==> config.mk <==
export PLATFORM = sky130hd
export DESIGN_NAME = spi_ram_slave_gen
export DESIGN_NICKNAME = d
export VERILOG_FILES = /design/src/rtl/spi_ram_slave_gen.sv
export SDC_FILE = /design/constraint.sdc
export NUM_CORES = 2
export LEC_CHECK = 0
export BUFFER_PORTS_ARGS = -buffer_cell sky130_fd_sc_hd__buf_2
export CORE_MARGIN = 4
export CORE_UTILIZATION = 30
export DETAILED_ROUTE_END_ITERATION = 8
export SYNTH_ARGS = -nofsm -noshare
export SYNTH_HDL_FRONTEND = slang
export SYNTH_SLANG_ARGS = --single-unit
==> constraint.sdc <==
create_clock -name clk -period 9.2 [get_ports clk]
set_input_delay 1.84 -clock clk [delete_from_list [all_inputs] [get_ports clk]]
set_output_delay 1.84 -clock clk [all_outputs]
set_load 0.03 [all_outputs]
==> src/rtl/spi_ram_slave_gen.sv <==
// spi_ram_slave_gen: single-clock SPI slave in front of a single-port RAM.
// Frame = 2 opcode bits + P payload bits (P = max(DATA_W, ADDR_W)), MSB first.
// Opcodes: 00 load wr_addr, 01 write RAM[wr_addr], 10 load rd_addr,
// 11 read RAM[rd_addr] and shift it out on MISO.
// Optional feature macro: SPI_AUTOINC_EN (address auto-increment after
// each write / read, wrapping at MEM_DEPTH-1).
// Framing: SS_n low qualifies a frame; SS_n high in any non-idle state
// aborts the frame at that edge with no RAM, address or MISO side effect.
// dbg_state exposes the FSM state for observation.
module spi_ram_slave_gen #(
    parameter int DATA_W    = 8,
    parameter int ADDR_W    = 8,
    parameter int MEM_DEPTH = 256
) (
    input  logic       clk,
    input  logic       rst,
    input  logic       MOSI,
    input  logic       SS_n,
    output logic       MISO,
    output logic       frame_done,
    output logic [2:0] dbg_state
);
    localparam int P       = (DATA_W > ADDR_W) ? DATA_W : ADDR_W;
    localparam int FRAME_W = P + 2;
    localparam int CNT_W   = $clog2(FRAME_W + 1);

    localparam logic [CNT_W-1:0]  RX_LAST  = CNT_W'(FRAME_W - 1);
    localparam logic [CNT_W-1:0]  TX_LAST  = CNT_W'(DATA_W - 1);
    localparam logic [ADDR_W-1:0] ADDR_TOP = ADDR_W'(MEM_DEPTH - 1);
    localparam logic [ADDR_W:0]   DEPTH_X  = (ADDR_W + 1)'(MEM_DEPTH);

    localparam logic [2:0] S_IDLE    = 3'd0;
    localparam logic [2:0] S_CHK_CMD = 3'd1;
    localparam logic [2:0] S_RX      = 3'd2;
    localparam logic [2:0] S_EXEC    = 3'd3;
    localparam logic [2:0] S_TX      = 3'd4;
    localparam logic [2:0] S_DONE    = 3'd5;

    logic [2:0]         state_q, state_d;
    logic [CNT_W-1:0]   cnt_q, cnt_d;
    logic [FRAME_W-1:0] rx_sr_q, rx_sr_d;
    logic [DATA_W-1:0]  tx_sr_q, tx_sr_d;
    logic [ADDR_W-1:0]  wr_addr_q, wr_addr_d;
    logic [ADDR_W-1:0]  rd_addr_q, rd_addr_d;
    logic               miso_q, miso_d;
    logic               frame_done_q, frame_done_d;

    logic [DATA_W-1:0]  mem [0:MEM_DEPTH-1];
    logic               mem_we;
    logic [DATA_W-1:0]  mem_rdata;
    logic [1:0]         opcode;
    logic [P-1:0]       payload;
    logic               wr_in_range;
    logic               rd_in_range;

    assign opcode      = rx_sr_q[FRAME_W-1 -: 2];
    assign payload     = rx_sr_q[P-1:0];
    assign wr_in_range = {1'b0, wr_addr_q} < DEPTH_X;
    assign rd_in_range = {1'b0, rd_addr_q} < DEPTH_X;
    assign mem_rdata   = mem[rd_addr_q];

    assign MISO       = miso_q;
    assign frame_done = frame_done_q;
    assign dbg_state  = state_q;

    // Next-state, shift registers, address updates and RAM write enable.
    always_comb begin
        state_d      = state_q;
        cnt_d        = cnt_q;
        rx_sr_d      = rx_sr_q;
        tx_sr_d      = tx_sr_q;
        wr_addr_d    = wr_addr_q;
        rd_addr_d    = rd_addr_q;
        miso_d       = 1'b0;
        frame_done_d = 1'b0;
        mem_we       = 1'b0;
        if (SS_n && (state_q != S_IDLE)) begin
            // Abort: drop the frame, nothing else changes.
            state_d = S_IDLE;
            cnt_d   = '0;
        end else begin
            case (state_q)
                S_IDLE: begin
                    if (!SS_n) begin
                        state_d = S_CHK_CMD;
                        cnt_d   = '0;
                    end
                end
                S_CHK_CMD: begin
                    // First frame bit (opcode[1]) is captured here.
                    rx_sr_d = {rx_sr_q[FRAME_W-2:0], MOSI};
                    cnt_d   = CNT_W'(1);
                    state_d = S_RX;
                end
                S_RX: begin
                    rx_sr_d = {rx_sr_q[FRAME_W-2:0], MOSI};
                    if (cnt_q == RX_LAST) begin
                        cnt_d   = '0;
                        state_d = S_EXEC;
                    end else begin
                        cnt_d = cnt_q + CNT_W'(1);
                    end
                end
                S_EXEC: begin
                    frame_done_d = 1'b1;
                    state_d      = S_DONE;
                    case (opcode)
                        2'b00: wr_addr_d = payload[ADDR_W-1:0];
                        2'b01: begin
                            mem_we = wr_in_range & ~rst;
`ifdef SPI_AUTOINC_EN
                            wr_addr_d = (wr_addr_q == ADDR_TOP) ? '0 : wr_addr_q + ADDR_W'(1);
`endif
                        end
                        2'b10: rd_addr_d = payload[ADDR_W-1:0];
                        2'b11: begin
                            // Out-of-range reads shift out zeros.
                            tx_sr_d = rd_in_range ? mem_rdata : '0;
                            cnt_d   = '0;
                            state_d = S_TX;
`ifdef SPI_AUTOINC_EN
                            rd_addr_d = (rd_addr_q == ADDR_TOP) ? '0 : rd_addr_q + ADDR_W'(1);
`endif
                        end
                    endcase
                end
                S_TX: begin
                    miso_d  = tx_sr_q[DATA_W-1];
                    tx_sr_d = {tx_sr_q[DATA_W-2:0], 1'b0};
                    if (cnt_q == TX_LAST) begin
                        cnt_d   = '0;
                        state_d = S_DONE;
                    end else begin
                        cnt_d = cnt_q + CNT_W'(1);
                    end
                end
                S_DONE: begin
                    // Wait for SS_n to rise (handled by the abort path).
                end
                default: state_d = S_IDLE;
            endcase
        end
    end

    // Control and datapath registers with synchronous reset.
    always_ff @(posedge clk) begin
        if (rst) begin
            state_q      <= S_IDLE;
            cnt_q        <= '0;
            rx_sr_q      <= '0;
            tx_sr_q      <= '0;
            wr_addr_q    <= '0;
            rd_addr_q    <= '0;
            miso_q       <= 1'b0;
            frame_done_q <= 1'b0;
        end else begin
            state_q      <= state_d;
            cnt_q        <= cnt_d;
            rx_sr_q      <= rx_sr_d;
            tx_sr_q      <= tx_sr_d;
            wr_addr_q    <= wr_addr_d;
            rd_addr_q    <= rd_addr_d;
            miso_q       <= miso_d;
            frame_done_q <= frame_done_d;
        end
    end

    // RAM write port; contents survive reset.
    always_ff @(posedge clk) begin
        if (mem_we) begin
            mem[wr_addr_q] <= payload[DATA_W-1:0];
        end
    end
endmodule

==> results.md <==
* Setup slack, reg-to-reg at 4.33 ns
* Global-route wire length before repair at between 300000 and 400000 um
* Routed wire length at 223400 um
* Initial antenna violation count at 10
* Detail Route Antenna Nets at 0
* FF-to-FF path depth at 9
* Detailed-route DRC error count at 0
* Worst slew pin tran at 1.496 ns
* Endpoints failing setup at 0
* HPWL Detailed at 133700 um
* Clk pwr share at 45.2%
* Mapped Area at 81770 sq um
* Filler cell count at 25169
* Setup crit start: rst
* Pwr Density at 205.0 nW/um^2
* Final net count at 4092
* Total of max-cap violations at 1
* First-pass DRT Iterations at 5
* # IOs at 9
* CP Launch Type: input port
* Initial DRC count at 5974
* CTS clock-pin slew for the worst setup and hold paths at ~0.06 ns
* P_sw at 0.003692 W
* Via count at 41449
* Most frequent cell after synthesis: edfxtp_1
* Global route overflow at 0
* Switching Fraction at 19.43%
* Clk sink count at 2099
* Worst setup EP type: register
* Register area share after synthesis at around three quarters
* Unrepaired setup endpoints after global routing: no
* Routed len/inst at about 28 um
* Layout cells sized above 1 at 21.91%
* Post-CTS Setup Repair Bufs at 0
* Critical path class: input port to register
* Placed inst area at 85800 sq um
* Post-CTS Hold Fix Bufs at 0
* Period minus WS final at between 5 and 6 ns
* Hold Startpoint: rd_addr_q[0]
* Clock Latency Late Sink at 0.84 ns
* Total GRT Usage at 15.57%
* Core Rows at 191
* Post-Syn Nets at 4010
* Outcome: finished, violations left
* Main synth FF type: edfxtp_1
* Post-synth EDFFs at 2048
* Worst vdd ir at 176.4 uV
* Leading area contributor after synthesis: edfxtp_1
* Ys async rst share at 0%
* #FFs+latches synth at 2099
* Seq pwr share at 54.5%
* Syn avg cell area at 20.42 sq um
* Reg area at 62570 sq um
* Resized cells post-CTS at 0
* Comb power frac at less than 1%
* Count of different cell masters after synthesis at 71
* Via/cell ratio at roughly 5.3
* Slew Limit Headroom at -0.006708%
* Worst path arrival time at 5.60 ns
* Final hold violations at 0
* Commonest cells post-synth: 2048 x edfxtp_1, 473 x mux4_2, 363 x nor2_1, 189 x mux2i_1, 166 x nand2_1
* Post-synthesis cell count at 4004
* Hold path endpoint: rd_addr_q[0]
* Chip height at 530.1 um
* Max clock buf depth at 3
* Syn. warnings at 0
* Hold/Removal Path Class: register to register
* Worst-path fanout max at 38
* IO Port Bufs at 8
* Setup TNS after final layout at 0 ns
* Ranking of synthesized cells by area: edfxtp_1 75%, mux4_2 13%, mux2i_1 2.3%, nor2_1 1.7%, dfxtp_1 1.2%
* Die Wd at 530.1 um
* Placeable Area at 271000 sq um
* CTS root buf: clkbuf_16
* Slew Limit Fails at 1
* Die Footprint at 281000 sq um
* Area growth, synth to finish at 13.36%
* Htree depth at 4
* Final Skew at a little over 0.03 ns
* Num CTS Buffers at 206
* FMAX at between 0.15 and 0.2 GHz
* Finished Cell Area at 92700 sq um
* Vias in the first global route at 40717
* Leakage at 27.73 nW
* WP data required at around 9.7 ns
* Largest net degree at the start of global routing at roughly 150
* Tcrit/Tclk final at 55.81%
* GP Congestion at 0.8551
* CTS tree: yes
* Multi-input logic area at 17870 sq um
* P_int at approximately 0.015 W
* Failing checks: max-capacitance violations, max-slew violations
* Hold depth at 2
* Synth top area share at 75.21%
* Critical R2R Capture: tx_sr_q[7]
* Initial Util at 30.17%
-- cells by family (layout without fill, tap and decap cells) --
group / after synthesis / count (layout) / synth area share, %
and+or+nand+nor: 663 / 663 / 3.404
buffers and inverters: 237 / 496 / 1.775
xor gates and xnor gates: 1 / 1 / 0.01071
other: 0 / 6 / 0
muxes: 676 / 676 / 15.53
adders and majority gates: 2 / 2 / 0.03060
AOI/OAI and AO/OA: 326 / 326 / 2.791
DFF: 2099 / 2099 / 76.46
-- placed cells by master, fill, tap and decap left out, types with 7 or more instances in the layout --
| master | instances |
|---|---|
| edfxtp_1 | 2048 |
| buf_2 | 8 |
| o22ai_1 | 52 |
| mux2i_1 | 189 |
| buf_12 | 9 |
| a22o_1 | 7 |
| and3_1 | 11 |
| a21oi_1 | 53 |
| clkinvlp_4 | 15 |
| clkinv_2 | 39 |
| o221ai_1 | 40 |
| nor2_1 | 363 |
| and2_1 | 10 |
| a221oi_1 | 17 |
| dfxtp_4 | 13 |
| o21ai_0 | 37 |
| bufinv_16 | 25 |
| dfxtp_1 | 38 |
| clkbuf_16 | 210 |
| nor3_1 | 22 |
| a31oi_1 | 15 |
| buf_4 | 85 |
| nor2b_1 | 17 |
| nand3_1 | 27 |
| a211oi_1 | 19 |
| clkbuf_1 | 41 |
| a22oi_1 | 22 |
| a2111oi_0 | 8 |
| nand2_1 | 165 |
| clkinv_1 | 36 |
| mux4_2 | 473 |
| mux2_2 | 14 |
-- through the flow --
stage          utilization [%]  total power (W)  worst slack, ns  instances  hold slack, ns
2_1_floorplan                -          0.01060            4.893       4004          0.4174
3_3_place_gp             31.66          0.01062            3.409       7448          0.4781
3_5_place_dp             31.66          0.01062            3.295       7448          0.4961
4_1_cts                  34.20          0.01912            4.220       7833          0.5095
5_1_grt                  34.20          0.01955            4.003       7833          0.5474
6_report                 34.21          0.01901            4.066       7839          0.5063
-- area by class of cell --
| type | instances | share of cell area (%) |
|---|---|---|
| inverter | 9 | 0.04049 |
| timing repair buffer | 102 | 0.9259 |
| multi-input combinational | 1668 | 19.28 |
| antenna | 6 | 0.01620 |
| clock buffer | 257 | 5.924 |
| sequential | 2099 | 67.49 |
| tap | 3570 | 4.818 |
| clock inverter | 128 | 1.501 |
-- flip-flops by register name, indices dropped and copies added, names as in the netlist, named ones only --
name and flops:
wr_addr_q 8, rd_addr_q 8, rx_sr_q 10, cnt_q 4, mem 2048, MISO 1
frame_done 1, tx_sr_q 8, dbg_state 3
-- worst max path at each step --
stage	end	slack (ns)	cells after the start
after floorplan	mem[0][0]	4.89	0
after global placement	mem[121][2]	3.41	7
after detailed placement	mem[121][6]	3.29	7
after CTS	mem[121][6]	4.22	7
after global routing	mem[112][5]	4.00	7
final	mem[121][6]	4.07	7
-- metal layers --
layer	vias up	GRT usage (%)	part of all wire, %
met5	-	0	0.018
met4	6	4.810	2.9
met3	334	3.621	10
met2	2412	24.11	46
met1	21974	21.80	41
li1	16723	-	-
-- worst max-delay path: stages --
cell and delay, ns:
buf_2 0.09, buf_4 0.24, nor3_1 0.40, nand3b_1 0.31
nor3b_1 0.88, nand3_1 0.91, nor2_1 0.86
-- power groups by stage --
stage,Combinational (W),Clock (W),Sequential [W]
global route,0.0000578,0.00914,0.0104
detailed placement,0.0000543,0,0.0106
finish,0.0000540,0.00859,0.0104
floorplan,0.0000190,0,0.0106
global placement,0.0000535,0,0.0106
CTS,0.0000543,0.00870,0.0104
Power figures use the tool's default switching activity.
